<file path="src/rtl/config_wr_pkg.sv">
// rtl/config_wr_pkg.sv - shared widths, map error codes and FSM states for config_wr_arbiter
package config_wr_pkg;

    localparam int DEF_ADDR_W = 8;
    localparam int DEF_DATA_W = 32;

    localparam logic [1:0] ERR_NONE     = 2'b00;
    localparam logic [1:0] ERR_KEEP     = 2'b01;
    localparam logic [1:0] ERR_KEEP_LSB = 2'b10;
    localparam logic [1:0] ERR_ADDR     = 2'b11;

    typedef enum logic [1:0] {
        ST_IDLE,
        ST_ISSUE,
        ST_WAIT,
        ST_RESP
    } state_t;

endpackage

</file>
<file path="src/rtl/config_rr_pick.sv">
// rtl/config_rr_pick.sv - combinational round-robin selector: first request strictly after ptr, wrapping
module config_rr_pick #(
    parameter int N     = 2,
    parameter int IDX_W = 1
) (
    input  logic [N-1:0]     req,
    input  logic [IDX_W-1:0] ptr,
    output logic [N-1:0]     gnt,
    output logic [IDX_W-1:0] idx,
    output logic             any
);

    logic [N-1:0] above;
    logic [N-1:0] masked;
    logic [N-1:0] pool;

    // Requests above the pointer win; if none, wrap to the lowest request overall.
    always_comb begin
        above = '0;
        for (int i = 0; i < N; i++) begin
            above[i] = (i > int'(ptr));
        end
        masked = req & above;
        pool   = (|masked) ? masked : req;
        gnt    = '0;
        idx    = '0;
        for (int i = N - 1; i >= 0; i--) begin
            if (pool[i]) begin
                gnt = N'(1) << i;
                idx = IDX_W'(i);
            end
        end
    end

    assign any = |req;

endmodule

</file>
<file path="src/rtl/config_wr_arbiter.sv">
// rtl/config_wr_arbiter.sv - round-robin sharing of the config_reg_map write port, one write in flight
module config_wr_arbiter
    import config_wr_pkg::*;
#(
    parameter int NUM_REQ      = 2,
    parameter int ADDR_W       = DEF_ADDR_W,
    parameter int DATA_W       = DEF_DATA_W,
    parameter int RESP_TIMEOUT = 64,
    localparam int ID_W        = (NUM_REQ > 1) ? $clog2(NUM_REQ) : 1,
    localparam int CNT_W       = $clog2(RESP_TIMEOUT)
) (
    input  logic                      clk,
    input  logic                      rst_n,
    input  logic [NUM_REQ-1:0]        req_valid,
    input  logic [NUM_REQ*ADDR_W-1:0] req_addr,
    input  logic [NUM_REQ*DATA_W-1:0] req_data,
    input  logic [NUM_REQ*DATA_W-1:0] req_keep,
    output logic [NUM_REQ-1:0]        req_ready,
    output logic [NUM_REQ-1:0]        rsp_valid,
    output logic [1:0]                rsp_err,
    output logic                      rsp_timeout,
    output logic                      busy,
    output logic [ID_W-1:0]           grant_id,
    output logic                      wr_cmd,
    output logic [ADDR_W-1:0]         wr_addr,
    output logic [DATA_W-1:0]         wr_data,
    output logic [DATA_W-1:0]         wr_keep,
    input  logic                      wr_ready,
    input  logic                      wr_valid,
    input  logic [1:0]                wr_err
);

    state_t               state;
    logic [ID_W-1:0]      ptr;
    logic [CNT_W-1:0]     cnt;
    logic [NUM_REQ-1:0]   gnt_oh;
    logic [NUM_REQ-1:0]   pick_gnt;
    logic [ID_W-1:0]      pick_idx;
    logic                 pick_any;

    config_rr_pick #(
        .N     (NUM_REQ),
        .IDX_W (ID_W)
    ) u_pick (
        .req (req_valid),
        .ptr (ptr),
        .gnt (pick_gnt),
        .idx (pick_idx),
        .any (pick_any)
    );

    always_ff @(posedge clk) begin
        if (!rst_n) begin
            state       <= ST_IDLE;
            ptr         <= ID_W'(NUM_REQ - 1);
            cnt         <= '0;
            gnt_oh      <= '0;
            req_ready   <= '0;
            rsp_valid   <= '0;
            rsp_err     <= ERR_NONE;
            rsp_timeout <= 1'b0;
            busy        <= 1'b0;
            grant_id    <= '0;
            wr_cmd      <= 1'b0;
            wr_addr     <= '0;
            wr_data     <= '0;
            wr_keep     <= '0;
        end else begin
            case (state)
                ST_IDLE: begin
                    if (pick_any && wr_ready) begin
                        wr_addr   <= req_addr[pick_idx*ADDR_W +: ADDR_W];
                        wr_data   <= req_data[pick_idx*DATA_W +: DATA_W];
                        wr_keep   <= req_keep[pick_idx*DATA_W +: DATA_W];
                        grant_id  <= pick_idx;
                        ptr       <= pick_idx;
                        gnt_oh    <= pick_gnt;
                        wr_cmd    <= 1'b1;
                        req_ready <= pick_gnt;
                        busy      <= 1'b1;
                        state     <= ST_ISSUE;
                    end
                end
                // Map responses during the strobe cycle are deliberately not looked at.
                ST_ISSUE: begin
                    wr_cmd    <= 1'b0;
                    req_ready <= '0;
                    cnt       <= '0;
                    state     <= ST_WAIT;
                end
                ST_WAIT: begin
                    if (wr_err != ERR_NONE || wr_valid) begin
                        rsp_err   <= wr_err;
                        rsp_valid <= gnt_oh;
                        state     <= ST_RESP;
                    end else if (cnt == CNT_W'(RESP_TIMEOUT - 1)) begin
                        rsp_err     <= ERR_NONE;
                        rsp_timeout <= 1'b1;
                        rsp_valid   <= gnt_oh;
                        state       <= ST_RESP;
                    end else begin
                        cnt <= cnt + 1'b1;
                    end
                end
                ST_RESP: begin
                    rsp_valid   <= '0;
                    rsp_err     <= ERR_NONE;
                    rsp_timeout <= 1'b0;
                    cnt         <= '0;
                    busy        <= 1'b0;
                    state       <= ST_IDLE;
                end
                default: state <= ST_IDLE;
            endcase
        end
    end

endmodule

</file>
<file path="config.mk">
export PLATFORM = sky130hd
export DESIGN_NAME = config_wr_arbiter
export DESIGN_NICKNAME = d
export VERILOG_FILES = /design/src/rtl/config_wr_pkg.sv /design/src/rtl/config_rr_pick.sv /design/src/rtl/config_wr_arbiter.sv
export SDC_FILE = /design/constraint.sdc
export NUM_CORES = 1
export LEC_CHECK = 0
export CORE_MARGIN = 5
export CORE_UTILIZATION = 40
export CTS_BUF_LIST = sky130_fd_sc_hd__clkbuf_4
export DETAILED_ROUTE_END_ITERATION = 10
export PLACE_DENSITY_LB_ADDON = 0.05
export SYNTH_ARGS = -nofsm -noshare
export SYNTH_HDL_FRONTEND = slang
export SYNTH_SLANG_ARGS = --single-unit
</file>
<file path="constraint.sdc">
create_clock -name clk -period 1.8 [get_ports clk]
set_input_delay 0.36 -clock clk [delete_from_list [all_inputs] [get_ports clk]]
set_output_delay 0.36 -clock clk [all_outputs]
set_load 0.005 [all_outputs]
</file>
# Word level (Yosys, flattened, before mapping)
# Index checks and enable logic that the tools add are counted.
# classes
add_sub_neg	1
multipliers	0
div_mod_pow	0
order_cmp	1
n_eq_ne	9
shifts	3
mux	26
n_bitwise	1
n_reduce_logical	18
# op_table
operator	n
indexed part select 64 x 7 -> 32 bit	2
two-way mux 2 bit	11
indexed part select 16 x 5 -> 8 bit	1
two-way mux 6 bit	2
one-hot mux 2 bit (2 select lines)	3
one-hot mux 6 bit (2 select lines)	1
AND reduction 2 bit	5
nonzero test 2 bit	5
!= test 2 bit, second input constant	4
one-hot mux 2 bit (4 select lines)	1
adder 6 x 1 -> 6 bit, second input constant	1
equality test 6 bit, second input constant	1
one-hot mux 1 bit (2 select lines)	3
AND reduction 3 bit	2
OR reduction 2 bit	3
two-way mux 1 bit	5
equality test 2 bit, second input constant	2
!= test 3 bit, second input constant	1
bitwise AND 2 bit	1
equality test 2 x 1 -> 1 bit, second input constant	1
logical NOT 2 bit	1
greater-than comparator 1 bit, first input constant	1
logical AND 1 bit	1
logical OR 1 bit	1
# word_totals
register_bits	93
latchBits	0
ramBits	0
mem_bits_ro	0
in_bits	152
output_inout_bits	82
word_cells	73
memories	0

# Depth between registers and ports, before layout
# Gate-level depths: netlist of the first run.
# logic_depth
word_depth	8
depth_mapped	7
depth_no_buf	6

# Cells and area by module
# From an unflattened synthesis of the first run, not the netlist that was laid out.
# unflattened
hier_cells	453
hier_area_um2	4252.8
# modules_own_cells
module	instances	cells_per_inst	area_each_um2	seq_area_each_um2
config_wr_arbiter	1	448	4220.3	1861.8
config_rr_pick	1	5	32.5	0.0

# Least setup slack after synthesis of the first run
# Ideal clock, no wire load.
# synth_timing
path_kind	register to register
startpoint	register state[1]
endpoint	register cnt[5]
setup_ns	0.059
t_arrival_ns	1.464
slack_ns	0.277
path_stages_with_launch	7
n_path_buf	0
period_less_slack_ns	1.523
path_cell_list	dfxtp_1 -> inv_1 -> ha_1 -> nor2_2 -> nand2_1 -> a2111oi_4 -> a22o_1
# synth_via
elab_chain_cells	4
elab_cells_between_ends	9
# synth_rtl
item	line	rtl
start, declared	config_wr_arbiter.sv:33	state_t state;
start signal, assigned	config_wr_arbiter.sv:54	state <= ST_IDLE;
start signal, assigned	config_wr_arbiter.sv:81	state <= ST_ISSUE;
start signal, assigned	config_wr_arbiter.sv:89	state <= ST_WAIT;
equality test 2 bit or equality test 2 x 1 -> 1 bit (tied branches)	config_wr_arbiter.sv:69	case (state)
OR reduction 2 bit (no source line)	-	
nonzero test 2 bit (no source line)	-	
AND reduction 3 bit (no source line)	-	
end signal, assigned	config_wr_arbiter.sv:102	cnt <= cnt + 1'b1;
end, declared	config_wr_arbiter.sv:35	logic [CNT_W-1:0] cnt;
# Several ways; a longest one is shown, not always the timed one.
# A chain may end at the register's enable or synchronous reset.

==> key figures, run 1 <==
GRT
  • Grt ovf: 0
  • Global-route wire length before repair: 21500 um
  • Largest net degree at the start of global routing: between 50 and 60
  • Initial antenna violation count: 0
  • Gr usage total: 21.1%
  • Vias in the first global route: 4418

Synth
  • Post-synthesis net count: 602
  • Post-Syn Instances: about 440
  • Synth Cell Area: 4130 um2
  • Netlist cell types: 40
  • Synth Warn #: 0
  • Syn_area_per_cell: between 9 and 10 um2
  • Sequential fraction of the synthesis area: between 40% and 50%
  • Synth Register Bits: 92

Floorplan
  • Starting Density: about two fifths
  • I/O pin count: approximately 230
  • Die X: about 110 um
  • Die height: 112 um
  • Row count: 37
  • Die area: between 10000 and 15000 um2
  • Core area: slightly above 10000 um2

Timing
  • Tmin final: 1.69 ns
  • Max_slew headroom: between 70 and 80%
  • Crit share post-route: 93.7%
  • Max Clock Freq: ~600 MHz
  • Tightest Pin Transition: roughly 0.34 ns
  • Max Clock Skew: 0.0151 ns
  • Setup violations, final: 0
  • Final setup margin: about 0.11 ns
  • Setup TNS: 0 ns
  • Final hold vios: 0
  • Min Hold Slack: 0.327 ns
  • Slew Viols, Final: 0
  • RSZ-0062 raised after global routing: no

Layout
  • Area grow syn2layout: 64.9%
  • Share of cells above drive strength 1: 7.86%
  • Diodes inserted: 0
  • Fin nets: 840
  • Post-route cell area: around 6800 um2
  • Fin cells: 823
  • Commonest non-fill, non-tap cells in the layout: 232 x clkdlybuf4s50_1, 92 x dfxtp_1, 77 x a21oi_1, 75 x mux2i_1, 61 x o21ai_0
  • Commonest non-fill, non-tap cell in the layout: clkdlybuf4s50_1
  • Fill cells: 863
  • Final core occ: approximately 67%

Worst setup path
  • Reg2Reg Setup Slack: 0.15 ns
  • Critical-path cell list: clkdlybuf4s50_1
  • Setup CP Type: flip-flop to output port
  • Crit path max-delay family: buffers and inverters
  • Reg2Reg Launch Point: state[0]
  • Worst Setup Start Kind: flip-flop
  • Crit-path slowest cell: clkdlybuf4s50_1
  • Worst Path Max Fanout: 3
  • Critical Path End Type: output port
  • CP required: roughly 1.4 ns
  • Buffers & Inverters on Critical Path: 1
  • Cell count of the worst reg-to-reg path: 6
  • Critical Path AT: approximately 1.3 ns
  • End of the worst register-to-register path: cnt[5]
  • Delay of the slowest cell on the worst path: approximately 0.52 ns

Power and ir drop
  • PD cells: just under 1000 nW/um2
  • Switching portion of total power: between 30% and 40%
  • NetSw: 2.19 mW
  • Clk pwr share: 14.7%
  • Comb pwr share: a little over two fifths
  • Final Power: ~6.6 mW
  • Cell-internal power: about 4.4 mW
  • Sequential share of power: between 40 and 50%
  • Worst vdd ir: between 0.4 and 0.5 mV
  • LEAKAGE: between 2 and 3 nW

Run status
  • Status: complete, no violations

Route
  • Post-route ant nets: 0
  • Vias/cell: between 5 and 6
  • Final WL: about 14000 um
  • DR WL/cell: approximately 17 um
  • Vias: between 4000 and 5000
  • Post-route DRC: 0
  • Starting DRC count in detailed routing: approximately 180
  • Drt first pass iters: 4

Clocking
  • Hold buffers post-CTS: 0
  • Deepest clock path buffer count: 2
  • Worst-Skew Late Latency: 0.42 ns
  • Post-CTS Resized: 0
  • Num CTS Buffers: 9
  • Post-CTS setup repair buffer count: 0
  • TritonCTS clock tree: done
  • Clock Pin Slew Worst Setup and Hold Paths: ~0.14 ns
  • Root Buffer: clkbuf_4
  • Clock Sinks: around 90
  • Htree depth: 3

Worst hold path
  • Hold EP: gnt_oh[0]
  • Min-Delay Path Depth: 3
  • Worst Hold Class: primary input to flip-flop
  • Critical hold path startpoint: rst_n

Job
  • MaxCap Viol Count: 0

Placed design
  • GP Congestion: between 0.8 and 0.9
  • # port buffers: 233
  • Pre-CTS setup slack: -0.177 ns
  • Placed Area: between 6000 and 7000 um2
  • Placed Cells: ~810
  • Hpwl dp: between 10000 and 15000 um
-- cell families (layout without fill, tap and decap cells) --
family          count (synthesis)  count (layout)  share of synthesized area, %
compound gates                181             181                          24.3
fa+ha+maj                       6               6                          1.82
flops                          92              92                          44.6
buf+inv                        42             285                          5.75
simple gates                   48              48                          5.42
mux                            75              75                          18.2
-- power by group through the flow --
stage / registers (mW) / logic (mW) / clock network [mW]
floorplan: 2.78 / 1.28 / 0
global placement: 2.75 / 2.82 / 0
detailed placement: 2.76 / 2.89 / 0
CTS: 2.73 / 2.91 / 1.01
global route: 2.79 / 3.14 / 1.10
finish: 2.73 / 2.89 / 0.967
-- area by class of cell --
cell class | count | area, um2 | area share (%)
clock buffers | 10 | 75.1 | 1.10
inverters | 7 | 26.3 | 0.385
multi-input cells | 310 | 2060 | 30.3
flip-flops and latches | 92 | 1840 | 27.0
clock inverters | 6 | 31.3 | 0.459
repair buffers | 262 | 2610 | 38.3
well taps | 136 | 170 | 2.50
-- synthesized netlist by cell type --
cell        n  share of area [%]
o311ai_0    1               0.21
a22o_2      1               0.24
o31ai_1     1               0.18
o211ai_1    2               0.36
nand4_1     3               0.45
o21a_1      2               0.36
a21boi_0    1               0.18
o22ai_1     6               0.91
buf_6       6                1.6
clkinv_1    1              0.091
o21ai_1    16                1.9
o2111ai_1   1               0.21
ha_1        6                1.8
nor2b_1     1               0.15
o21ai_0    61                7.4
nand3_1     4               0.48
a221oi_1    1               0.21
a21oi_1    78                9.4
buf_2      10                1.2
nand2_1    25                2.3
nor3_1      2               0.24
mux2i_1    75                 18
a21oi_4     1               0.39
a31oi_1     2               0.30
clkbuf_1   13                1.2
a22o_1      1               0.21
and2_4      1               0.21
a21o_2      2               0.42
a21boi_2    1               0.27
and4_2      1               0.24
nor2_1      7               0.64
nor2_2      1               0.15
buf_4       6                1.1
a2111oi_4   1               0.67
or2_1       1               0.15
dfxtp_1    92                 45
or3_4       1               0.27
or3_1       1               0.15
inv_1       6               0.54
a22oi_1     2               0.36
-- worst reg2reg max path, cell delays in order (launching register included) --
cell	delay [ns]
dfxtp_1	0.36
inv_1	0.13
ha_1	0.35
nand4_1	0.27
nor2_1	0.15
o22ai_1	0.08
a22o_1	0.24
-- sequential cells by signal, summed over array words and instances (netlist names) --
signal	cells
busy	1
cnt	6
gnt_oh	2
ptr	1
req_ready	2
rsp_err	2
rsp_timeout	1
rsp_valid	2
state	2
wr_addr	8
wr_cmd	1
wr_data	32
wr_keep	32
-- how the worst max path moves through the flow --
| stage | from | endpoint | slack [ns] | depth (start not counted) |
|---|---|---|---|---|
| 5_1_grt | rsp_timeout | rsp_timeout | 0.03 | 1 |
| 4_1_cts | gnt_oh[1] | grant_id | 0.07 | 1 |
| 6_report | gnt_oh[1] | grant_id | 0.11 | 1 |
| 3_5_place_dp | req_valid[0] | wr_data[1] | -0.18 | 6 |
| 2_1_floorplan | state[1] | cnt[5] | 0.28 | 6 |
| 3_3_place_gp | req_valid[1] | wr_keep[3] | -0.13 | 6 |
-- layer usage --
metal  global-route usage [%]  vias to the layer above  routed length [um]
li1                         -                     2083                   -
met1                     21.6                     1983                5130
met2                     38.2                      151                6980
met3                     8.59                       23                1200
met4                     8.43                        0                 377
met5                        0                        -                   0
Note: power is estimated with default switching activity, not from simulation.
==> run 2: changes to the inputs <==
Settings changed: CORE_UTILIZATION 40 to 43, PLACE_DENSITY set to 0.93, PLACE_DENSITY_LB_ADDON 0.05 to not set.
Clock period 1.8 ns to 2 ns, I/O delays scaled along.
==> run 2 against run 1 <==
Against the previous run: sequential share of layout area barely moved; routed wire length grew 1.1%; clock skew increased by 0.0049 ns; first-iteration DRC count shrank 35%; clock power grew 28%; largest power group unchanged; final cell count is 2.1% lower; final area hardly changed; via count grew 0.17%; largest cell class unchanged; total power fell by 4.4%; highest routed layer unchanged.
==> key figures, run 2 (synthesis results as in run 1) <==
Layout
  • Post-route cell area: 6820 um2 (about the same)
  • Diodes inserted: 0 (unchanged)
  • Commonest non-fill, non-tap cell in the layout: clkdlybuf4s50_1 (unchanged)
  • Area grow syn2layout: 65.0% (was 64.9%)
  • Commonest non-fill, non-tap cells in the layout: 232 x clkdlybuf4s50_1, 92 x dfxtp_1, 78 x a21oi_1, 75 x mux2i_1, 61 x o21ai_0 (was 232 x clkdlybuf4s50_1, 92 x dfxtp_1, 77 x a21oi_1, 75 x mux2i_1, 61 x o21ai_0)
  • Biggest regs: wr_data: 32 flops, wr_keep: 32 flops, wr_addr: 8 flops (unchanged)
  • Final core occ: 73.5% (was 66.9%)
  • Fin cells: 806 (was 823)
  • Fin nets: 831 (was 840)
  • Share of cells above drive strength 1: 6.65% (was 7.86%)
  • Fill cells: 661 (was 863)

Worst hold path
  • Critical hold path startpoint: rst_n (unchanged)
  • Min-Delay Path Depth: 3 (unchanged)
  • Worst Hold Class: primary input to flip-flop (unchanged)
  • Hold EP: cnt[4] (was gnt_oh[0])

Timing
  • Slew Viols, Final: 0 (unchanged)
  • RSZ-0062 raised after global routing: no (unchanged)
  • Crit share post-route: 90.0%
  • Tightest Pin Transition: 0.461 ns (was 0.344 ns)
  • Max_slew headroom: 69.0% (was 77.1%)
  • Max Clock Skew: 0.0200 ns (was 0.0151 ns)
  • Final hold vios: 0 (unchanged)
  • Setup TNS: 0 ns (unchanged)
  • Tmin final: 1.80 ns
  • Setup violations, final: 0 (unchanged)
  • Max Clock Freq: 556 MHz

Clocking
  • Num CTS Buffers: 9 (unchanged)
  • Htree depth: 3 (unchanged)
  • Root Buffer: clkbuf_4 (unchanged)
  • Deepest clock path buffer count: 2 (unchanged)
  • Hold buffers post-CTS: 0 (unchanged)
  • Post-CTS Resized: 0 (unchanged)
  • Worst-Skew Late Latency: 0.42 ns (about the same)
  • TritonCTS clock tree: done (unchanged)
  • Clock Pin Slew Worst Setup and Hold Paths: 0.13 ns (was 0.14 ns)
  • Post-CTS setup repair buffer count: 0 (unchanged)
  • Clock Sinks: 92 (unchanged)

GRT
  • Met1 Usage GRT: 23.7% (was 21.6%)
  • Global Route met3 Usage: 7.88% (was 8.59%)
  • Global-route wire length before repair: 21200 um (was 21500 um)
  • Vias in the first global route: 4541 (was 4418)
  • Gr usage total: 22.8% (was 21.1%)
  • GR peak layer: met2 (unchanged)
  • Grt ovf: 0 (unchanged)
  • GR Util met2: 43.0% (was 38.2%)
  • Largest net degree at the start of global routing: 65 (was 52)
  • Initial antenna violation count: 0 (unchanged)

Worst setup path
  • Delay of the slowest cell on the worst path: 0.45 ns (was 0.52 ns)
  • Critical Path AT: 2.11 ns (was 1.33 ns)
  • Reg2Reg Setup Slack: 0.20 ns (was 0.15 ns)
  • Crit-path slowest cell: ha_1 (was clkdlybuf4s50_1)
  • Worst Path Max Fanout: 14 (was 3)
  • Critical Path End Type: flip-flop (was output port)
  • Critical-path cell list: inv_1 > ha_1 > nand4_1 > nor2_1 > o22ai_1 > a22o_1 (was clkdlybuf4s50_1)
  • Cell count of the worst reg-to-reg path: 6 (unchanged)
  • End of the worst register-to-register path: cnt[5] (unchanged)
  • Setup CP Type: flip-flop to flip-flop (was flip-flop to output port)
  • CP required: 2.31 ns (was 1.44 ns)
  • Reg2Reg Launch Point: state[0] (unchanged)
  • Worst Setup Start Kind: flip-flop (unchanged)

Floorplan
  • I/O pin count: 234 (unchanged)
  • Die X: 108 um (was 112 um)
  • Starting Density: 44.5% (was 40.6%)
  • Die height: 108 um (was 112 um)
  • Row count: 35 (was 37)
  • Core area: 9280 um2 (was 10200 um2)
  • Die area: 11700 um2 (was 12500 um2)

Placed design
  • Hpwl dp: 11000 um (was 10600 um)
  • Placed Cells: 791 (was 807)
  • Placed Area: 6640 um2 (was 6710 um2)
  • GP Congestion: 0.876 (was 0.808)
  • # port buffers: 233 (unchanged)

Route
  • Drt first pass iters: 4 (unchanged)
  • Starting DRC count in detailed routing: 120 (was 184)
  • Vias/cell: 5.27 (was 5.15)
  • Post-route DRC: 0 (unchanged)
  • Final WL: 13800 um (was 13700 um)
  • Post-route ant nets: 0 (unchanged)
  • DR WL/cell: 17.2 um (was 16.6 um)
  • Vias: 4247 (was 4240)

Power and ir drop
  • LEAKAGE: 2.58 nW (was 2.59 nW)
  • Worst vdd ir: 0.495 mV (was 0.487 mV)
  • Final Power: 6.29 mW (was 6.58 mW)
  • PD cells: 923 nW/um2 (was 966 nW/um2)

Run status
  • Status: complete, no violations (unchanged)

Job
  • MaxCap Viol Count: 0 (unchanged)
[run 2: cell types whose count changed in the layout (fill, tap and decap cells not counted), sizes merged]
cell / delta
clkinvlp: -1
buf: -9
bufinv: +3
clkinv: -3
[run 2: worst max-delay path by stage]
stage / end / from / depth (start not counted)
floorplan: cnt[5] / state[1] / 6
global placement: wr_keep[3] / req_valid[1] / 6
detailed placement: wr_data[14] / req_valid[0] / 6
CTS: wr_data[24] / wr_data[24] / 1
global route: cnt[5] / state[0] / 6
finish: cnt[5] / state[0] / 6
[run 2: report_power, final]
group          switching, mW  internal, mW  total (mW)
Sequential             0.235          2.24        2.48
Clock                  0.601         0.638        1.24
Combinational           1.16          1.42        2.58
Total                   1.99          4.30        6.29
[run 2: per-stage QoR]
stage	setup slack, ns	hold slack [ns]
4_1_cts	0.231	0.316
2_1_floorplan	0.477	0.437
6_report	0.200	0.356
3_5_place_dp	-0.0446	0.465
5_1_grt	0.0788	0.350
3_3_place_gp	0.0304	0.449
[run 2: final cells by class]
| class | count | area [um2] | share of cell area, % |
|---|---|---|---|
| timing repair buffer | 253 | 2550 | 37.4 |
| multi-input combinational | 310 | 2060 | 30.2 |
| sequential | 92 | 1840 | 27.0 |
| tap | 129 | 161 | 2.37 |
| clock inverter | 5 | 101 | 1.49 |
| clock buffer | 10 | 75.1 | 1.10 |
| inverter | 7 | 26.3 | 0.385 |
[run 2: metal layers]
layer,wire length [um],vias up,part of all wire (%)
li1,-,2074,-
met1,4980,1986,36
met2,7450,161,54
met3,1110,26,8.0
met4,299,0,2.2
met5,0,-,0
[run 2: critical path, delay by kind of cell (launching register included)]
family | cells | cell delay, ns
simple gates | 2 | 0.43
buf+inv | 1 | 0.13
fa+ha+maj | 1 | 0.45
compound gates | 2 | 0.32
flops | 1 | 0.37
